--- config.mk ---
export PLATFORM = sky130hd
export DESIGN_NAME = sw_debouncer
export DESIGN_NICKNAME = d
export VERILOG_FILES = /design/src/rtl/sw_debounce_pkg.sv /design/src/rtl/sync_ff.sv /design/src/rtl/sw_debouncer.sv
export SDC_FILE = /design/constraint.sdc
export NUM_CORES = 1
export LEC_CHECK = 0
export BUFFER_PORTS_ARGS = -buffer_cell sky130_fd_sc_hd__buf_2
export CORE_ASPECT_RATIO = 1.1
export CORE_MARGIN = 2
export CORE_UTILIZATION = 38
export CTS_BUF_LIST = sky130_fd_sc_hd__clkbuf_2 sky130_fd_sc_hd__clkbuf_4 sky130_fd_sc_hd__clkbuf_8
export DETAILED_ROUTE_END_ITERATION = 6
export GPL_TIMING_DRIVEN = 0
export HOLD_SLACK_MARGIN = 0.12
export PLACE_DENSITY = 0.57
export SLEW_MARGIN = 10
export SYNTH_ARGS = -nofsm -noshare
export SYNTH_HDL_FRONTEND = slang
export SYNTH_HIERARCHICAL = 1
export SYNTH_SLANG_ARGS = --single-unit
--- constraint.sdc ---
create_clock -name clk -period 5.6 [get_ports clk]
set_clock_uncertainty 0.05 [all_clocks]
set_input_delay 0 -clock clk [delete_from_list [all_inputs] [get_ports clk]]
set_output_delay 0 -clock clk [all_outputs]
set_load 0.02 [all_outputs]
--- src/rtl/sw_debounce_pkg.sv ---
// sw_debounce_pkg: debouncer FSM state type, 50 MHz default timing constants and counter width helper
package sw_debounce_pkg;
  typedef enum logic [1:0] {STABLE_LOW, WAIT_HIGH, STABLE_HIGH, WAIT_LOW} sw_state_e;
  localparam int DEF_DEBOUNCE_CYCLES = 50000;
  localparam int DEF_REPEAT_DELAY = 25000000;
  localparam int DEF_REPEAT_PERIOD = 5000000;
  function automatic int cnt_width(input int a, input int b, input int c);
    int m;
    m = a > b ? a : b;
    m = m > c ? m : c;
    return $clog2(m) + 1;
  endfunction
endpackage

--- src/rtl/sync_ff.sv ---
// sync_ff: STAGES-deep reset-to-0 synchroniser for an asynchronous input pin
module sync_ff #(
  parameter int STAGES = 2
) (
  input  logic clk,
  input  logic rst_n,
  input  logic d,
  output logic q
);
  logic [STAGES-1:0] sync_q, sync_d;
  always_comb sync_d = {sync_q[STAGES-2:0], d};
  always_ff @(posedge clk or negedge rst_n)
    if (!rst_n) sync_q <= '0;
    else sync_q <= sync_d;
  assign q = sync_q[STAGES-1];
endmodule

--- src/rtl/sw_debouncer.sv ---
// sw_debouncer: synchronised, debounced switch level with edge strobes; SW_AUTOREPEAT_EN adds held-switch step repeat
module sw_debouncer
  import sw_debounce_pkg::*;
#(
  parameter int SYNC_STAGES     = 2,
  parameter int DEBOUNCE_CYCLES = DEF_DEBOUNCE_CYCLES,
  parameter int REPEAT_DELAY    = DEF_REPEAT_DELAY,
  parameter int REPEAT_PERIOD   = DEF_REPEAT_PERIOD
) (
  input  logic clk,
  input  logic rst_n,
  input  logic sw_raw,
  output logic sw_level,
  output logic sw_rise,
  output logic sw_fall,
  output logic step
);
  localparam int CW = cnt_width(DEBOUNCE_CYCLES, REPEAT_DELAY, REPEAT_PERIOD);
  localparam logic [CW-1:0] DB_LAST = CW'(DEBOUNCE_CYCLES - 1);
  logic sw_s, done, hit;
  sw_state_e state_q, state_d;
  logic [CW-1:0] cnt_q, cnt_d;
  logic level_q, level_d, rise_q, rise_d, fall_q, fall_d;
  sync_ff #(.STAGES(SYNC_STAGES)) u_sync (.clk(clk), .rst_n(rst_n), .d(sw_raw), .q(sw_s));
  always_comb begin
    done = cnt_q == DB_LAST;
    state_d = state_q;
    case (state_q)
      STABLE_LOW:  state_d = sw_s ? WAIT_HIGH : STABLE_LOW;
      WAIT_HIGH:   state_d = !sw_s ? STABLE_LOW : done ? STABLE_HIGH : WAIT_HIGH;
      STABLE_HIGH: state_d = !sw_s ? WAIT_LOW : STABLE_HIGH;
      default:     state_d = sw_s ? STABLE_HIGH : done ? STABLE_LOW : WAIT_LOW;
    endcase
    // any state change or repeat strobe restarts the shared counter from 0
    cnt_d = (state_d != state_q || hit) ? '0 : &cnt_q ? cnt_q : cnt_q + 1'b1;
    level_d = state_d == STABLE_HIGH || state_d == WAIT_LOW;
    rise_d = state_q == WAIT_HIGH && state_d == STABLE_HIGH;
    fall_d = state_q == WAIT_LOW && state_d == STABLE_LOW;
  end
  always_ff @(posedge clk or negedge rst_n)
    if (!rst_n) begin
      state_q <= STABLE_LOW;
      cnt_q <= '0;
      level_q <= 1'b0;
      rise_q <= 1'b0;
      fall_q <= 1'b0;
    end else begin
      state_q <= state_d;
      cnt_q <= cnt_d;
      level_q <= level_d;
      rise_q <= rise_d;
      fall_q <= fall_d;
    end
  assign sw_level = level_q;
  assign sw_rise = rise_q;
  assign sw_fall = fall_q;
`ifdef SW_AUTOREPEAT_EN
  localparam logic [CW-1:0] DELAY_LAST = CW'(REPEAT_DELAY - 1);
  localparam logic [CW-1:0] PERIOD_LAST = CW'(REPEAT_PERIOD - 1);
  logic rep_q, rep_d, step_q, step_d;
  always_comb begin
    hit = state_q == STABLE_HIGH && state_d == STABLE_HIGH && cnt_q == (rep_q ? PERIOD_LAST : DELAY_LAST);
    // a bounce back from WAIT_LOW resumes in the periodic phase
    rep_d = rise_d ? 1'b0 : (hit || (state_q == WAIT_LOW && state_d == STABLE_HIGH)) ? 1'b1 : rep_q;
    step_d = rise_d || hit;
  end
  always_ff @(posedge clk or negedge rst_n)
    if (!rst_n) begin
      rep_q <= 1'b0;
      step_q <= 1'b0;
    end else begin
      rep_q <= rep_d;
      step_q <= step_d;
    end
  assign step = step_q;
`else
  assign hit = 1'b0;
  assign step = rise_q;
`endif
endmodule

After elaboration in Yosys (flattened, before gate mapping)

Index checks and enable logic that the tools add are counted.

Register bits: 33
Input bits: 3
Logic and storage cells: 30

Add/subtract/negate cells: 1
Equal/unequal tests: 8
Muxes and demuxes: 9
Reduce and logical (&&, ||, !) cells: 6

Operators by type and width:

| kind                                                                     | count |
|---|---|
| 26-bit 2-to-1 mux                                                        | 2 |
| 26-bit by 1-bit adder with 26-bit output (second input constant)         | 1 |
| 26-bit by 16-bit equality test with 1-bit output (second input constant) | 1 |
| 26-bit AND reduction                                                     | 1 |
| 2-bit equality test (second input constant)                              | 4 |
| 2-bit 2-to-1 mux                                                         | 4 |
| 2-bit case mux with 3 select lines                                       | 1 |
| 2-bit logical NOT                                                        | 2 |
| 2-bit by 1-bit equality test with 1-bit output (second input constant)   | 1 |
| 1-bit logical AND                                                        | 2 |
| 1-bit 2-to-1 mux                                                         | 2 |
| 2-bit != test                                                            | 1 |
| 2-bit != test (second input constant)                                    | 1 |
| 1-bit logical OR                                                         | 1 |

Longest topological paths before layout

Depth in word-level cells: 6
Depth in mapped cells: 8

Modules after synthesis

The synthesis kept the hierarchy.

Modules (own cells, without submodules):

| module       | instances | cells an instance | area each (µm²) | seq. area each (µm²) |
|---|---|---|---|---|
| sw_debouncer | 1         | 173               | 1734.2          | 775.7 |
| sync_ff      | 1         | 2                 | 50.0            | 50.0 |

Worst setup path after synthesis

OpenSTA, ideal clock, no wires.

Path type: register to register
From: register cnt_q[21]
To: register cnt_q[0]
Setup time: 119 ps
Data arrival time: 1804 ps
Required time: 5431 ps
Path slack: 3627 ps
Stages on the path, launching flop included: 8
Path buffers: 2
Clock period less this slack: 1973 ps
Cells stage by stage: dfrtp_1 > nor4_1 > nand3_1 > or4_1 > buf_2 > a21oi_4 > buf_6 > nor2_1

Longest elaborated chain between the ends: 6
Elaborated cells between the ends (all ways): 10
Classes of those cells: eq/ne: 3; mux: 6; reduce/logical: 1

Ends and longest elaborated chain:

| element                                                             | line                                   | text |
|---|---|---|
| start: declaration                                                  | sw_debouncer.sv:22                     | `logic [CW-1:0] cnt_q, cnt_d;` |
| start signal: assignment                                            | sw_debouncer.sv:49                     | `cnt_q <= cnt_d;` |
| 26-bit by 16-bit equality test with 1-bit output                    | sw_debouncer.sv:26                     | `done = cnt_q == DB_LAST;` |
| 2-bit 2-to-1 mux, on equally long branches (2 in series)            | sw_debouncer.sv:32, sw_debouncer.sv:30 |  |
| 2-bit case mux with 3 select lines                                  | sw_debouncer.sv:28                     | `case (state_q)` |
| 2-bit != test                                                       | sw_debouncer.sv:35                     | `cnt_d = (state_d != state_q \|\| hit) ? '0 : &cnt_q ? cnt_q : cnt_q + 1'b1;` |
| 2-bit != test (no line) / 26-bit 2-to-1 mux (equally long branches) | n/a                                    |  |

Several ways; a longest one is shown, not always the timed one.
A chain may end at the register's enable or synchronous reset.

Worst setup path in the final report

From: register cnt_q[21]
To: register cnt_q[16]

The elaborated chain is that of the path after synthesis.

==> flow_metrics.env <==
export IMPL_vias=1364
export IMPL_swShare_pct=22.2
export IMPL_rr_startpoint="cnt_q[21]"
export IMPL_pwr_share_comb_pct=4.3
export IMPL_finalCritPeriodShare_pct=42.0
export IMPL_antenna_cells=0
export IMPL_clk_pin_slew_ns=0.07
export IMPL_place_area_sq_mm=0.00188
export IMPL_firstDrtPassIters=4
export IMPL_num_rows=26
export IMPL_ctsResizeCount=0
export IMPL_grt_max_degree=34
export IMPL_layout_nets=194
export IMPL_synthCells=175
export IMPL_vias_per_cell=5.52
export IMPL_arrival_ns=2.47
export IMPL_synth_common_cells="dfrtp_1 (33), nor2_1 (24), xnor2_1 (20)"
export IMPL_p_int_mw=0.360
export IMPL_critPathMaxFanout=10
export IMPL_ys_flop_type="dfrtp_1"
export IMPL_core_sq_mm=0.00459
export IMPL_io_pins=7
export IMPL_clk_latency_ns=0.29
export IMPL_finalHoldViolCount=0
export IMPL_cts_sinks=33
export IMPL_cts_root_buf="clkbuf_8"
export IMPL_drc=0
export IMPL_cts_buffer_depth=2
export IMPL_tightest_slew_ns=0.713
export IMPL_synth_top_cell_by_area="dfrtp_1"
export IMPL_finalWeightedCongestion=0.898
export IMPL_cp_end_kind="flop"
export IMPL_grt_pass1_wl_microns=6420
export IMPL_min_period_ns=2.35
export IMPL_tns_ns=0
export IMPL_slew_viol_final=0
export IMPL_area_delta_synth_final_pct=12.4
export IMPL_hpwl_microns=2570
export IMPL_p_seq_share_pct=52.9
export IMPL_p_clk_share_pct=42.8
export IMPL_final_area_sq_mm=0.00201
export IMPL_cts_setup_buffers=0
export IMPL_critPathLaunchType="flop"
export IMPL_setup_violations_final=0
export IMPL_die_w_microns=69.3
export IMPL_yosys_warnings=6
export IMPL_worstHoldPathType="in2async"
export IMPL_syn_mean_instance_area_sq_um=10.2
export IMPL_powerDensity_mw_per_mm2=230
export IMPL_die_y_microns=75.9
export IMPL_syn_area_sq_mm=0.00178
export IMPL_portBuffers=6
export IMPL_vdd_drop_max_mv=0.0978
export IMPL_drive_gt1_share_pct=17.8
export IMPL_synth_area_leaders="dfrtp_1 (46%), xnor2_1 (9.8%), nor2_1 (5.0%)"
export IMPL_h_tree_depth=2
export IMPL_tritoncts="built"
export IMPL_antenna_found_initial=0
export IMPL_drv_cap=0
export IMPL_async_reset_ff_share_pct=100
export IMPL_ctsHoldBuffers=2
export IMPL_grt_overflow=0
export IMPL_synth_edf_count=0
export IMPL_worstSetupStartpoint="cnt_q[21]"
export IMPL_num_fill_cells=434
export IMPL_synth_seq_area_share_pct=46.3
export IMPL_wire_per_inst_microns=15.0
export IMPL_max_slew_margin_rel_pct=52.5
export IMPL_synth_cell_type_count=37
export IMPL_synth_seq_cells=33
export IMPL_fmax_mhz=426
export IMPL_worstSetupPathType="reg2reg"
export IMPL_wirelength_microns=3710
export IMPL_status="completed"
export IMPL_grt_setup_unrepaired="false"
export IMPL_drt_iter0_markers=73
export IMPL_numCtsBuffers=5
export IMPL_syn_nets=179
export IMPL_die_area_sq_mm=0.00526
export IMPL_worstPathRequired_ns=5.72
export IMPL_track_usage_pct=15.4
export IMPL_p_leak_nw=0.821
export IMPL_yosysMostFrequentCell="dfrtp_1"
export IMPL_start_util_pct=38.9
export IMPL_grt_pass1_vias=1366
export IMPL_ant_nets=0
export IMPL_fin_util_pct=43.7
export IMPL_synth_top_area_share_pct=46.3
export IMPL_p_sw_mw=0.102
[area by class of cell]
type / count / area [sq um] / share of cell area (%)
Buffer: 10 / 63.8 / 3.18
Sequential cell: 33 / 826 / 41.2
Clock buffer: 7 / 96.3 / 4.80
Inverter: 2 / 7.51 / 0.374
Timing Repair Buffer: 8 / 50.0 / 2.50
Tap cell: 56 / 70.1 / 3.49
Multi-Input combinational cell: 130 / 887 / 44.2
Clock inverter: 1 / 5.00 / 0.250
[kinds of logic after synthesis]
group | count (synthesis) | share of synthesized area [%]
adders and majority gates | 1 | 0.701
DFF | 33 | 46.3
muxes | 2 | 1.26
buffers and inverters | 12 | 4.00
AOI/OAI and AO/OA | 24 | 10.6
xor gates and xnor gates | 23 | 11.3
and+or+nand+nor | 80 | 25.9
[path summary, 6_finish.rpt]
path | end | depth (start not counted) | slack, ns
worst max-delay path | cnt_q[16] | 7 | 3.25
worst max register to register | cnt_q[16] | 7 | 3.25
worst min-delay path | cnt_q[22] | 2 | 0.25
min in group clk | u_sync/sync_q[0] | 2 | 0.31
worst min register to register | u_sync/sync_q[1] | 0 | 0.31
max in group asynchronous | cnt_q[11] | 2 | 4.79
[state kept, by name, indices dropped and copies added, names as in the netlist]
| register | count |
|---|---|
| sw_fall | 1 |
| u_sync/sync_q | 2 |
| step | 1 |
| cnt_q | 26 |
| sw_level | 1 |
| state_q | 2 |
[power by group through the flow]
| stage | clock network [mW] | registers, mW | logic [mW] |
|---|---|---|---|
| 2_1_floorplan | 0 | 0.248 | 0.0114 |
| 3_3_place_gp | 0 | 0.249 | 0.0196 |
| 3_5_place_dp | 0 | 0.249 | 0.0196 |
| 4_1_cts | 0.203 | 0.244 | 0.0208 |
| 5_1_grt | 0.211 | 0.245 | 0.0234 |
| 6_report | 0.198 | 0.244 | 0.0200 |
[stage by stage]
step                power [mW]  setup WS (ns)  hold WS, ns  std cells
global placement         0.268           3.27       0.0454        237
global route             0.479           3.10        0.326        247
floorplan                0.260           3.63       -0.346        175
CTS                      0.468           3.25        0.293        247
detailed placement       0.268           3.27       0.0503        237
finish                   0.462           3.25        0.250        247
[critical path: stages (launching register included)]
cell and delay [ns]:
dfrtp_1 0.44, nor4_1 0.34, nand3_1 0.13, or4_1 0.50, buf_2 0.18, a21oi_4 0.32
buf_6 0.20, nor2_1 0.06
[layer usage]
| layer | vias up | GRT usage, % | part of all wire, % |
|---|---|---|---|
| met5 | - | 0 | 0 |
| met4 | 0 | 7.19 | 1.7 |
| met3 | 7 | 3.97 | 3.4 |
| met2 | 25 | 25.5 | 48 |
| met1 | 673 | 19.2 | 47 |
| li1 | 659 | - | - |
[placed cells by master (no fill, tap or decap), types with 2 or more instances in the layout]
| master | instances |
|---|---|
| nand2_1 | 9 |
| nor3_1 | 2 |
| a21oi_1 | 8 |
| nor4_1 | 3 |
| and2_1 | 2 |
| buf_2 | 12 |
| a211oi_2 | 4 |
| nor3b_1 | 4 |
| buf_6 | 2 |
| xnor2_1 | 20 |
| inv_1 | 2 |
| a31oi_1 | 2 |
| nand4_1 | 7 |
| dfrtp_1 | 33 |
| mux2_2 | 2 |
| nand3_1 | 13 |
| and4_1 | 7 |
| clkbuf_8 | 7 |
| a211oi_1 | 5 |
| nor2_1 | 24 |
| dlygate4sd3_1 | 2 |
| xor2_1 | 3 |
Power figures use the tool's default switching activity.
